## src/rtl/vcdc_pkg.sv

```systemverilog
// vcdc_pkg: shared types and helpers for the cascaded reversible counter.
//   DIGIT_W      width of one counter digit
//   digit_t      one digit value
//   digit_max    largest legal digit value for a radix
//   clamp_digit  limits a loaded digit to the legal range for a radix
package vcdc_pkg;

   localparam int unsigned DIGIT_W = 4;

   typedef logic [DIGIT_W-1:0] digit_t;

   function automatic digit_t digit_max(input int unsigned radix);
      return DIGIT_W'(radix - 1);
   endfunction

   function automatic digit_t clamp_digit(input digit_t d, input int unsigned radix);
      if (32'(d) >= radix) return digit_max(radix);
      return d;
   endfunction

endpackage

```

## src/rtl/vcdc_digit.sv

```systemverilog
// vcdc_digit: one reversible modulo-RADIX digit with synchronous load.
//   clk   in   rising-edge clock
//   s     in   asynchronous active-high reset (digit -> 0)
//   en    in   count enable for this digit
//   up    in   1 = increment, 0 = decrement
//   ld    in   synchronous load, wins over en
//   d     in   load value, clamped to RADIX-1
//   q     out  registered digit value
//   term  out  digit is at its terminal value for the current direction
module vcdc_digit
   import vcdc_pkg::*;
#(
   parameter int unsigned RADIX = 10
) (
   input  logic   clk,
   input  logic   s,
   input  logic   en,
   input  logic   up,
   input  logic   ld,
   input  digit_t d,
   output digit_t q,
   output logic   term
);

   localparam digit_t DMAX = digit_max(RADIX);

   digit_t r_q;

   // Terminal follows up with no latency so the ripple chain sees direction flips at once.
   always_comb begin
      term = 1'b0;
      if (up) term = (r_q == DMAX);
      else    term = (r_q == '0);
   end

   // Priority: reset, load, count.
   always_ff @(posedge clk or posedge s) begin
      if (s) begin
         r_q <= '0;
      end else if (ld) begin
         r_q <= clamp_digit(d, RADIX);
      end else if (en) begin
         if (up) r_q <= term ? '0   : r_q + DIGIT_W'(1);
         else    r_q <= term ? DMAX : r_q - DIGIT_W'(1);
      end
   end

   assign q = r_q;

endmodule

```

## src/rtl/vcdc_bcd_chain.sv

```systemverilog
// vcdc_bcd_chain: DIGITS cascaded reversible digits of programmable radix.
// Optional feature macro: VCDC_HOLD_AT_TC_EN (adds input hold; saturate instead of wrap).
//   clk   in   rising-edge clock
//   s     in   asynchronous active-high reset (Q -> 0, ovf -> 0)
//   ce    in   count enable
//   up    in   1 = increment, 0 = decrement
//   ld    in   synchronous parallel load (clears ovf, suppresses counting)
//   din   in   load value, digit i at [4i+3:4i]
//   hold  in   (VCDC_HOLD_AT_TC_EN only) saturate at terminal count
//   Q     out  counter value, digit i at [4i+3:4i]
//   TC    out  terminal count for current direction (combinational)
//   CEO   out  cascade enable out = ce & TC & ~ld (combinational)
//   ovf   out  sticky wrap flag
module vcdc_bcd_chain
   import vcdc_pkg::*;
#(
   parameter int unsigned DIGITS = 4,
   parameter int unsigned RADIX  = 10
) (
   input  logic                      clk,
   input  logic                      s,
   input  logic                      ce,
   input  logic                      up,
   input  logic                      ld,
   input  logic [DIGITS*DIGIT_W-1:0] din,
`ifdef VCDC_HOLD_AT_TC_EN
   input  logic                      hold,
`endif
   output logic [DIGITS*DIGIT_W-1:0] Q,
   output logic                      TC,
   output logic                      CEO,
   output logic                      ovf
);

   logic [DIGITS-1:0] w_term;
   logic [DIGITS-1:0] w_en;
   logic              w_sat;
   logic              r_ovf;

   // Saturation only matters on the edge that would otherwise wrap.
`ifdef VCDC_HOLD_AT_TC_EN
   assign w_sat = hold & CEO;
`else
   assign w_sat = 1'b0;
`endif

   assign TC  = &w_term;
   assign CEO = ce & TC & ~ld;

   // Ripple enable: a digit counts when every lower digit is at its terminal.
   always_comb begin
      w_en    = '0;
      w_en[0] = ce & ~w_sat;
      for (int i = 1; i < int'(DIGITS); i++) begin
         w_en[i] = w_en[i-1] & w_term[i-1];
      end
   end

   for (genvar g = 0; g < int'(DIGITS); g++) begin : g_digit
      vcdc_digit #(.RADIX(RADIX)) u_digit (
         .clk  (clk),
         .s    (s),
         .en   (w_en[g]),
         .up   (up),
         .ld   (ld),
         .d    (din[g*DIGIT_W +: DIGIT_W]),
         .q    (Q[g*DIGIT_W +: DIGIT_W]),
         .term (w_term[g])
      );
   end

   // Sticky wrap flag, cleared only by reset or load.
   always_ff @(posedge clk or posedge s) begin
      if (s) begin
         r_ovf <= 1'b0;
      end else if (ld) begin
         r_ovf <= 1'b0;
      end else if (CEO && !w_sat) begin
         r_ovf <= 1'b1;
      end
   end

   assign ovf = r_ovf;

endmodule

```

## config.mk

```make
export PLATFORM = sky130hd
export DESIGN_NAME = vcdc_bcd_chain
export DESIGN_NICKNAME = d
export VERILOG_FILES = /design/src/rtl/vcdc_pkg.sv /design/src/rtl/vcdc_digit.sv /design/src/rtl/vcdc_bcd_chain.sv
export SDC_FILE = /design/constraint.sdc
export NUM_CORES = 1
export LEC_CHECK = 0
export ABC_AREA = 0
export BUFFER_PORTS_ARGS = -buffer_cell sky130_fd_sc_hd__buf_2
export CAP_MARGIN = 15
export CORE_MARGIN = 4
export CORE_UTILIZATION = 40
export CTS_CLUSTER_DIAMETER = 100
export DETAILED_ROUTE_END_ITERATION = 8
export SLEW_MARGIN = 0
export SYNTH_ARGS = -nofsm -noshare
export SYNTH_HDL_FRONTEND = slang
export SYNTH_SLANG_ARGS = --single-unit
```

## constraint.sdc

```tcl
create_clock -name clk -period 2.3 [get_ports clk]
set_clock_uncertainty 0.2 [all_clocks]
set_input_delay 0.23 -clock clk [delete_from_list [all_inputs] [get_ports clk]]
set_output_delay 0.23 -clock clk [all_outputs]
set_load 0.02 [all_outputs]
```

* After elaboration in Yosys (flattened, before gate mapping)
Cells that the tools add are included.
Storage, ports and cells: bits in registers 17, bits in latches 0, RAM bits 0, memory bits (read-only) 0, output and inout port bits 19, memories 0
Operators by class: add/subtract/negate cells 8, multipliers 0, divide/modulo/power cells 0, $lt $le $gt $ge 4, eq/ne operators 4, shift-type cells 0, mux-type cells 42, bitwise gates (word level) 6, reductions and logical operators 10
Operator list (number):
- $mux 4 | 28
- $add 4x1->4 const B | 4
- $eq 4x4->1 const B | 4
- $ge 4x4->1 const B | 4
- $logic_not 4->1 | 4
- $sub 4x1->4 const B | 4
- $mux 1 | 14
- $reduce_bool 2->1 | 5
- $and 1x1->1 | 5
- $reduce_and 4->1 | 1
- $not 1->1 | 1

* Longest topological paths before layout
Gate-level depths: netlist (run 1).
depth after elaboration 7, gate-level depth with buffers 7

* Cells and area by module
Synthesis (run 1) repeated with hierarchy kept, for this count alone.
Second synthesis, totals: cell total of the unflattened synthesis 219, area, all modules 1933.1 um^2
Modules (own cells, without submodules):
- vcdc_digit | instances 4, cells an instance 52, area an instance 459.2 um^2
- vcdc_bcd_chain | instances 1, cells an instance 11, area an instance 96.3 um^2

* Worst setup path after synthesis (run 1)
No wires, ideal clock.
path type register to output, from register g_digit[1].u_digit.r_q[0], to output CEO, arrival time 2044 ps, required time 1870 ps, path slack -174 ps, cell stages (with the launch flop) 7, path buffers 0, cells stage by stage dfrtp_1 -> inv_1 -> ha_1 -> or3b_1 -> a21oi_4 -> nand4_1 -> nor3_1
On the way: word-level cells in the longest chain between the ends 5, elaborated cells on any way between the ends 6, those cells by class eq/ne (1); mux (1); bitwise (2); reduce/logical (2)
Ends and longest elaborated chain:
- from (decl) | line vcdc_digit.sv:27 | digit_t r_q;
- from (signal assigned) | line vcdc_digit.sv:41 | r_q <= clamp_digit(d, RADIX);
- from (signal assigned) | line vcdc_digit.sv:43 | if (up) r_q <= term ? '0 : r_q + DIGIT_W'(1);
- from (signal assigned) | line vcdc_digit.sv:44 | else r_q <= term ? DMAX : r_q - DIGIT_W'(1);
- $eq 4x4->1 or $logic_not 4->1 (tied branches) | line vcdc_digit.sv:32, vcdc_digit.sv:33
- $mux 1 (*) | line vcdc_digit.sv:32 | if (up) term = (r_q == DMAX);
- $reduce_and 4->1 (*) | line vcdc_bcd_chain.sv:47 | assign TC = &w_term;
- $and 1x1->1 (*) (2 in a row) | line vcdc_bcd_chain.sv:48 | assign CEO = ce & TC & ~ld;
- to (decl) | line vcdc_bcd_chain.sv:31 | output logic CEO,
Every way passes the cells marked *; elsewhere a longest branch is shown, timed or not.

* Final worst setup path (run 1)
from register g_digit[2].u_digit.r_q[0], to output CEO
On the way: word-level cells in the longest chain between the ends 5, elaborated cells on any way between the ends 6, those cells by class eq/ne (1); mux (1); bitwise (2); reduce/logical (2)
Ends and longest elaborated chain (line):
- from (decl) | vcdc_digit.sv:27
- from (signal assigned) | vcdc_digit.sv:41
- from (signal assigned) | vcdc_digit.sv:43
- from (signal assigned) | vcdc_digit.sv:44
- $eq 4x4->1 or $logic_not 4->1 (tied branches) | vcdc_digit.sv:32, vcdc_digit.sv:33
- $mux 1 (*) | vcdc_digit.sv:32
- $reduce_and 4->1 (*) | vcdc_bcd_chain.sv:47
- $and 1x1->1 (*) (2 in a row) | vcdc_bcd_chain.sv:48
Marks and branches as above.

==> results of run 1 <==
-- cell usage after synthesis (3+ instances only) --
library cell  instances  area [um^2]
a31oi_1              10         62.6
nand3_1              10         50.1
buf_2                 4         20.0
nor3_1               12         60.1
o21ai_0              12         60.1
nand2b_1              4         25.0
or3b_2                3         26.3
ha_1                 12          150
o22ai_1               3         18.8
xor2_1                4         35.0
dfrtp_1              17          425
mux2i_1               4         40.0
o21bai_1              4         30.0
inv_1                19         71.3
a211oi_1              4         30.0
nand2_1              16         60.1
nand3b_1              4         30.0
a21oi_1              15         75.1
clkbuf_1              4         15.0
nor2_1                5         18.8
-- flip-flops by register name, summed over array words and instances, names as in the netlist --
register	count
g_digit.u_digit.q	16
ovf	1
-- repair_timing --
item                       in CTS  in global routing
resized for setup              22                  4
setup buffers                  16                  3
pin swaps                      10                  9
hold buffers                    2                  0
setup endpoints to repair       2                  9
hold endpoints to repair       18                  0
-- worst max path at each step --
stage	to	slack [ps]	cells after the start
after floorplan	g_digit[3].u_digit.q[0]	5	7
after global placement	CEO	100	7
after detailed placement	CEO	50	7
after CTS	CEO	-80	7
after global routing	CEO	-150	7
final	CEO	-50	7
-- layer usage --
metal	global-route usage [%]	share of wire, %
met4	4.92	0.92
met3	2.49	3.8
met1	24.9	47
met5	0	0
met2	28.5	48
-- cells by family (layout without fill, tap and decap cells) --
family / after synthesis / count (layout) / share of synthesized area [%]
xor gates and xnor gates: 6 / 6 / 3.17
DFF: 17 / 17 / 25.6
AOI/OAI and AO/OA: 64 / 64 / 26.8
muxes: 7 / 7 / 4.45
buffers and inverters: 30 / 101 / 7.54
adders and majority gates: 12 / 12 / 9.05
and+or+nand+nor: 67 / 67 / 23.4
-- area by class of cell --
cell class                 instances  share of cell area [%]
sequential                        17                    18.7
multi-input combinational        156                    51.7
timing repair buffer              78                    21.8
inverter                          19                    3.10
tap                               50                    2.72
clock buffer                       4                    1.96
-- report_power, final --
group          switching (uW)  total (uW)  internal [uW]
clock                     110         233            123
sequential               50.3         399            349
combinational             421         783            362
-- metrics by stage --
step | worst slack, ps | instances | cell area (um^2) | total power (uW)
after floorplan | 4.87 | 203 | 1670 | 863
after global placement | 102 | 301 | 2020 | 1090
after detailed placement | 48.0 | 301 | 2020 | 1090
after CTS | -82.7 | 323 | 2280 | 1400
after global routing | -152 | 324 | 2300 | 1540
final | -54.0 | 324 | 2300 | 1420
==> summary.txt, run 1 <==
Synth
  • Mapped Area: 1660 um^2
  • Syn_nets: between 200 and 250
  • Cells after synthesis: a little over 200
  • Post-synthesis sequential area ratio: 25.6%
  • Top FF cell, synth: dfrtp_1
  • Post-synth EDFFs: 0
  • Synth warn: 0
  • Distinct cells, synth: 49
  • Asr flop ratio synth: 100%
  • Synthesis-stage register bit count: 17
  • Mapped Avg Cell Area: between 8 and 9 um^2

Global route
  • Largest net degree at the start of global routing: 38
  • Initial antenna violation count: 0
  • First-pass GRT wire length: 7580 um
  • GRT Residual Overflow: 0
  • GRT Util Overall: 17.7%
  • Vias in the first global route: 1641

STA
  • Slew Viols, Final: 0
  • Tightest Pin Transition: 713 ps
  • RSZ-0062 raised after global routing: true
  • Final setup margin: -54.0 ps
  • Setup TNS Final: -149 ps
  • Max frequency: 425 MHz
  • Tcrit/Tclk final: 102%
  • Final hold viol count: 0
  • Slew headroom: between 50% and 60%
  • Endpoints failing setup: 3
  • Tmin final: roughly 2400 ps
  • Hold slack: 5.12 ps

Final layout
  • Util after Layout: roughly 58%
  • Area growth syn-to-layout: 38.7%
  • Layout cells sized above 1: between 40% and 50%
  • Multi-input combinational cell area: 1190 um^2
  • Fin nets: 308
  • Register area: around 430 um^2
  • Most common cell after layout, fill and taps aside: buf_4
  • Fillcell total: 370
  • Most frequent cells in the layout: buf_4, buf_2, nand2_1, a21oi_1, dfrtp_1
  • Antenna diode count: 0

Setup path
  • Critical Path Fanout Max: 3
  • Slowest stage delay, CP: 410 ps
  • Element type at the critical path end: output port
  • Worst setup startpoint: g_digit[2].u_digit.q[0]
  • WP data arrival: 1920 ps
  • Cell class contributing the biggest share of worst-path delay: simple AND/OR/NAND/NOR gates
  • R2R Setup Slk: -50 ps
  • CP Class: reg -> out
  • Worst Path Required: 1870 ps
  • Worst Setup Start Kind: flip-flop
  • Slowest-stage cell, CP: dfrtp_2
  • Worst R2R Start: g_digit[2].u_digit.q[0]
  • FF-to-FF End: g_digit[3].u_digit.q[0]
  • Worst Reg2Reg Path Length in Cells: 9
  • Critical path, cell by cell: inv_2 -> ha_4 -> or3b_4 -> a21oi_4 -> nand4_1 -> nor3_2 -> buf_4
  • WP buf/inv: 2

Detailed routing
  • Drt first-iter violations: 90
  • Antenna Nets Post-Route: 0
  • Total Routed Length: 4440 um
  • Remaining DRCs: 0
  • Via count: between 1500 and 2000
  • Post-DR vias/cell: 5.35
  • Drt wl/cell: 13.7 um
  • Drt first pass iters: 4

Floorplan
  • Vert. Die Dim: between 70 and 80 um
  • I/O Pins: 40
  • Die X: 72.4 um
  • Starting Density: between 40% and 50%
  • Rows: 23
  • Core ar.: between 4000 and 5000 um^2
  • Die area: 5240 um^2

CTS
  • Clock buffer depth: 2
  • CTS buffer count: 3
  • Clk_lat worst skew: 250 ps
  • H-Tree Depth: 1
  • CTS Root Cell: clkbuf_8
  • CTS sink count: 17
  • CTS tree: done
  • Clk pin slew, worst setup/hold paths: 70 ps

Placed design
  • RD Place Congestion: 0.866
  • IO buf count: 39
  • HPWL after DPL: 3060 um

Worst hold path
  • HP Class: in -> reg
  • WHS Path Cells: 2
  • Hold Path Origin: din[7]
  • Hold endpoint: g_digit[1].u_digit.q[2]

Power and ir drop
  • Pwr/cell area: 615 nW/um^2
  • Worst-case vdd ir drop: 410 uV
  • Leak: 0.00106 uW

Flow run
  • Max-cap violations: 0

Run status
  • Failing checks: setup timing
  • Status: finished, violations left
Power figures use the tool's default switching activity.
==> run 2, diff against run 1 <==
--- a/config.mk
+++ b/config.mk
@@ -16,3 +16,4 @@
 export SYNTH_ARGS = -nofsm -noshare
 export SYNTH_HDL_FRONTEND = slang
 export SYNTH_SLANG_ARGS = --single-unit
+export TNS_END_PERCENT = 50
==> constraint.sdc (replaced) <==
create_clock -name clk -period 2.9 [get_ports clk]
set_clock_uncertainty 0.2 [all_clocks]
set_input_delay 0.58 -clock clk [delete_from_list [all_inputs] [get_ports clk]]
set_output_delay 0.58 -clock clk [all_outputs]
set_load 0.02 [all_outputs]
==> summary.txt, run 2 (synthesis gave the netlist of run 1 again) <==
Global route
  • Largest net degree at the start of global routing: 23 (-39%)
  • GRT Util Overall: 16.7% (-1.1 points)
  • First-pass GRT wire length: 6970 um (-8.1%)
  • GRT Residual Overflow: 0 (unchanged)
  • Initial antenna violation count: 0 (unchanged)
  • Vias in the first global route: 1533 (-6.6%)

Final layout
  • Area growth syn-to-layout: 25.9%
  • Max reg flops: 16 (unchanged)
  • Most common cell after layout, fill and taps aside: buf_2
  • Layout cells sized above 1: 34.7% (-9.5 points)
  • Cell area after layout: 2090 um^2 (-9.2%)
  • Fin nets: 285 (-7.5%)
  • Final Non-Filler Cells: 301 (-7.1%)
  • Most frequent cells in the layout: buf_2, inv_1, nand2_1, dfrtp_1, buf_4
  • Antenna diode count: 0 (unchanged)

Setup path
  • Worst Reg2Reg Path Length in Cells: 8 (-1)
  • Worst Setup Start Kind: flip-flop
  • WP data arrival: 2040 ps (+120 ps)
  • Slowest-stage cell, CP: or3b_2
  • FF-to-FF End: g_digit[3].u_digit.q[0]
  • Element type at the critical path end: output port
  • Critical path, cell by cell: inv_1 -> ha_2 -> or3b_2 -> a21oi_2 -> and4_1 -> buf_2
  • R2R Setup Slk: 560 ps (+610 ps)
  • Slowest stage delay, CP: 470 ps (+60 ps)
  • Worst R2R Start: g_digit[1].u_digit.q[0]
  • CP Class: reg -> out
  • Worst Path Required: 2120 ps (+250 ps)
  • Critical Path Fanout Max: 6 (+3)

STA
  • Final setup margin: 80.3 ps (+134 ps)
  • RSZ-0062 raised after global routing: true
  • Final hold viol count: 0 (unchanged)
  • Tmin final: 2820 ps
  • Tcrit/Tclk final: 97.2%
  • Slew headroom: 54.4% (+2.0 points)
  • Tightest Pin Transition: 684 ps (-29.5 ps)
  • Hold slack: 209 ps (+204 ps)
  • Max frequency: 355 MHz
  • Endpoints failing setup: 0 (-3)
  • Setup TNS Final: 0 ps (+149 ps)
  • Slew Viols, Final: 0 (unchanged)

CTS
  • CTS tree: done
  • CTS sink count: 17 (unchanged)
  • H-Tree Depth: 1 (unchanged)
  • CTS buffer count: 3 (unchanged)
  • Clk_lat worst skew: 260 ps (about the same)
  • Clk pin slew, worst setup/hold paths: 70 ps (about the same)
  • Clock buffer depth: 2 (unchanged)
  • CTS Root Cell: clkbuf_8

Placed design
  • HPWL after DPL: 3110 um (+1.7%)
  • IO buf count: 39 (unchanged)
  • Post-DP Area: 1960 um^2 (-3.1%)
  • RD Place Congestion: 0.889 (+2.6%)
  • Cells after DPL: 294 (-2.3%)
  • Dpl ws: 141 ps (+92.8 ps)

Power and ir drop
  • Worst-case vdd ir drop: 265 uV (-36%)
  • Pwr/cell area: 510 nW/um^2 (-17%)
  • Leak: 0.000949 uW (-11%)

Detailed routing
  • Drt wl/cell: 14.2 um (+3.5%)
  • Antenna Nets Post-Route: 0 (unchanged)
  • Drt first-iter violations: 104 (+16%)
  • Remaining DRCs: 0 (unchanged)
  • Drt first pass iters: 5 (+1)
  • Via count: 1663 (-4.1%)
  • Post-DR vias/cell: 5.52 (+3.2%)
  • Total Routed Length: 4270 um (-3.8%)

Run status
  • Status: finished clean

Flow run
  • Max-cap violations: 0 (unchanged)

Floorplan
  • I/O Pins: 40 (unchanged)
  • Vert. Die Dim: 72.4 um (unchanged)
  • Rows: 23 (unchanged)
  • Starting Density: 41.5% (unchanged)
  • Core ar.: 4000 um^2 (unchanged)
  • Die area: 5240 um^2 (unchanged)
  • Die X: 72.4 um (unchanged)

Worst hold path
  • HP Class: in -> async
-- run 2: changes by cell type in the layout (fill, tap and decap cells not counted), moves of 2 or more --
cell           before  now
dfrtp_2             4    1
buf_4              38   16
inv_1              12   16
dlygate4sd3_1       2    0
dfrtp_1            13   16
nor3_2              2    0
inv_2               7    3
nor3_1             10   12
buf_2              37   39
-- run 2: worst max-delay path by stage --
stage,startpoint,endpoint,slack [ps],cells past startpoint
after detailed placement,up,CEO,140,6
after global routing,g_digit[3].u_digit.q[1],TC,-8,6
after CTS,g_digit[1].u_digit.q[1],TC,30,7
final,g_digit[3].u_digit.q[1],TC,80,6
after global placement,up,CEO,130,6
after floorplan,g_digit[1].u_digit.q[0],CEO,80,6
-- run 2: metrics by stage --
| step | util (%) | power, uW |
|---|---|---|
| floorplan | - | 682 |
| global placement | 49.0 | 836 |
| detailed placement | 49.0 | 835 |
| CTS | 50.7 | 1040 |
| global route | 52.2 | 1150 |
| finish | 52.2 | 1060 |
-- run 2: timing repair --
action,in CTS,in global routing
resized for setup,4,11
setup endpoints to repair,2,2
setup buffers,1,2
hold buffers,0,0
pin swaps,0,3
-- run 2: power by group --
| part | internal, uW | total (uW) | leakage (uW) | switching [uW] |
|---|---|---|---|---|
| combinational | 238 | 546 | 0.000722 | 308 |
| sequential | 277 | 328 | 0.000205 | 51.6 |
| clock | 98.0 | 190 | 0.0000228 | 91.7 |
| total | 612 | 1060 | 0.000949 | 452 |
-- run 2: critical path: cells and delay by family, from the launching register on --
family	cells	cell delay, ps
simple gates	2	680
flops	1	440
buf+inv	2	280
fa+ha+maj	1	200
compound gates	1	180
-- run 2: metal layers --
layer / share of wire [%] / up-vias / track usage [%]
met5: 0 / - / 0
met4: 1.8 / 0 / 9.02
met3: 5.7 / 5 / 2.91
met2: 46 / 54 / 25.5
met1: 47 / 765 / 22.3
li1: - / 839 / -
-- run 2: layout make-up --
class | count | area [um^2]
Clock buffer | 4 | 45.0
Fill cell | 409 | 1910
Inverter | 19 | 71.3
Multi-Input combinational cell | 156 | 1170
Sequential cell | 17 | 427
Tap cell | 50 | 62.6
Timing Repair Buffer | 55 | 315
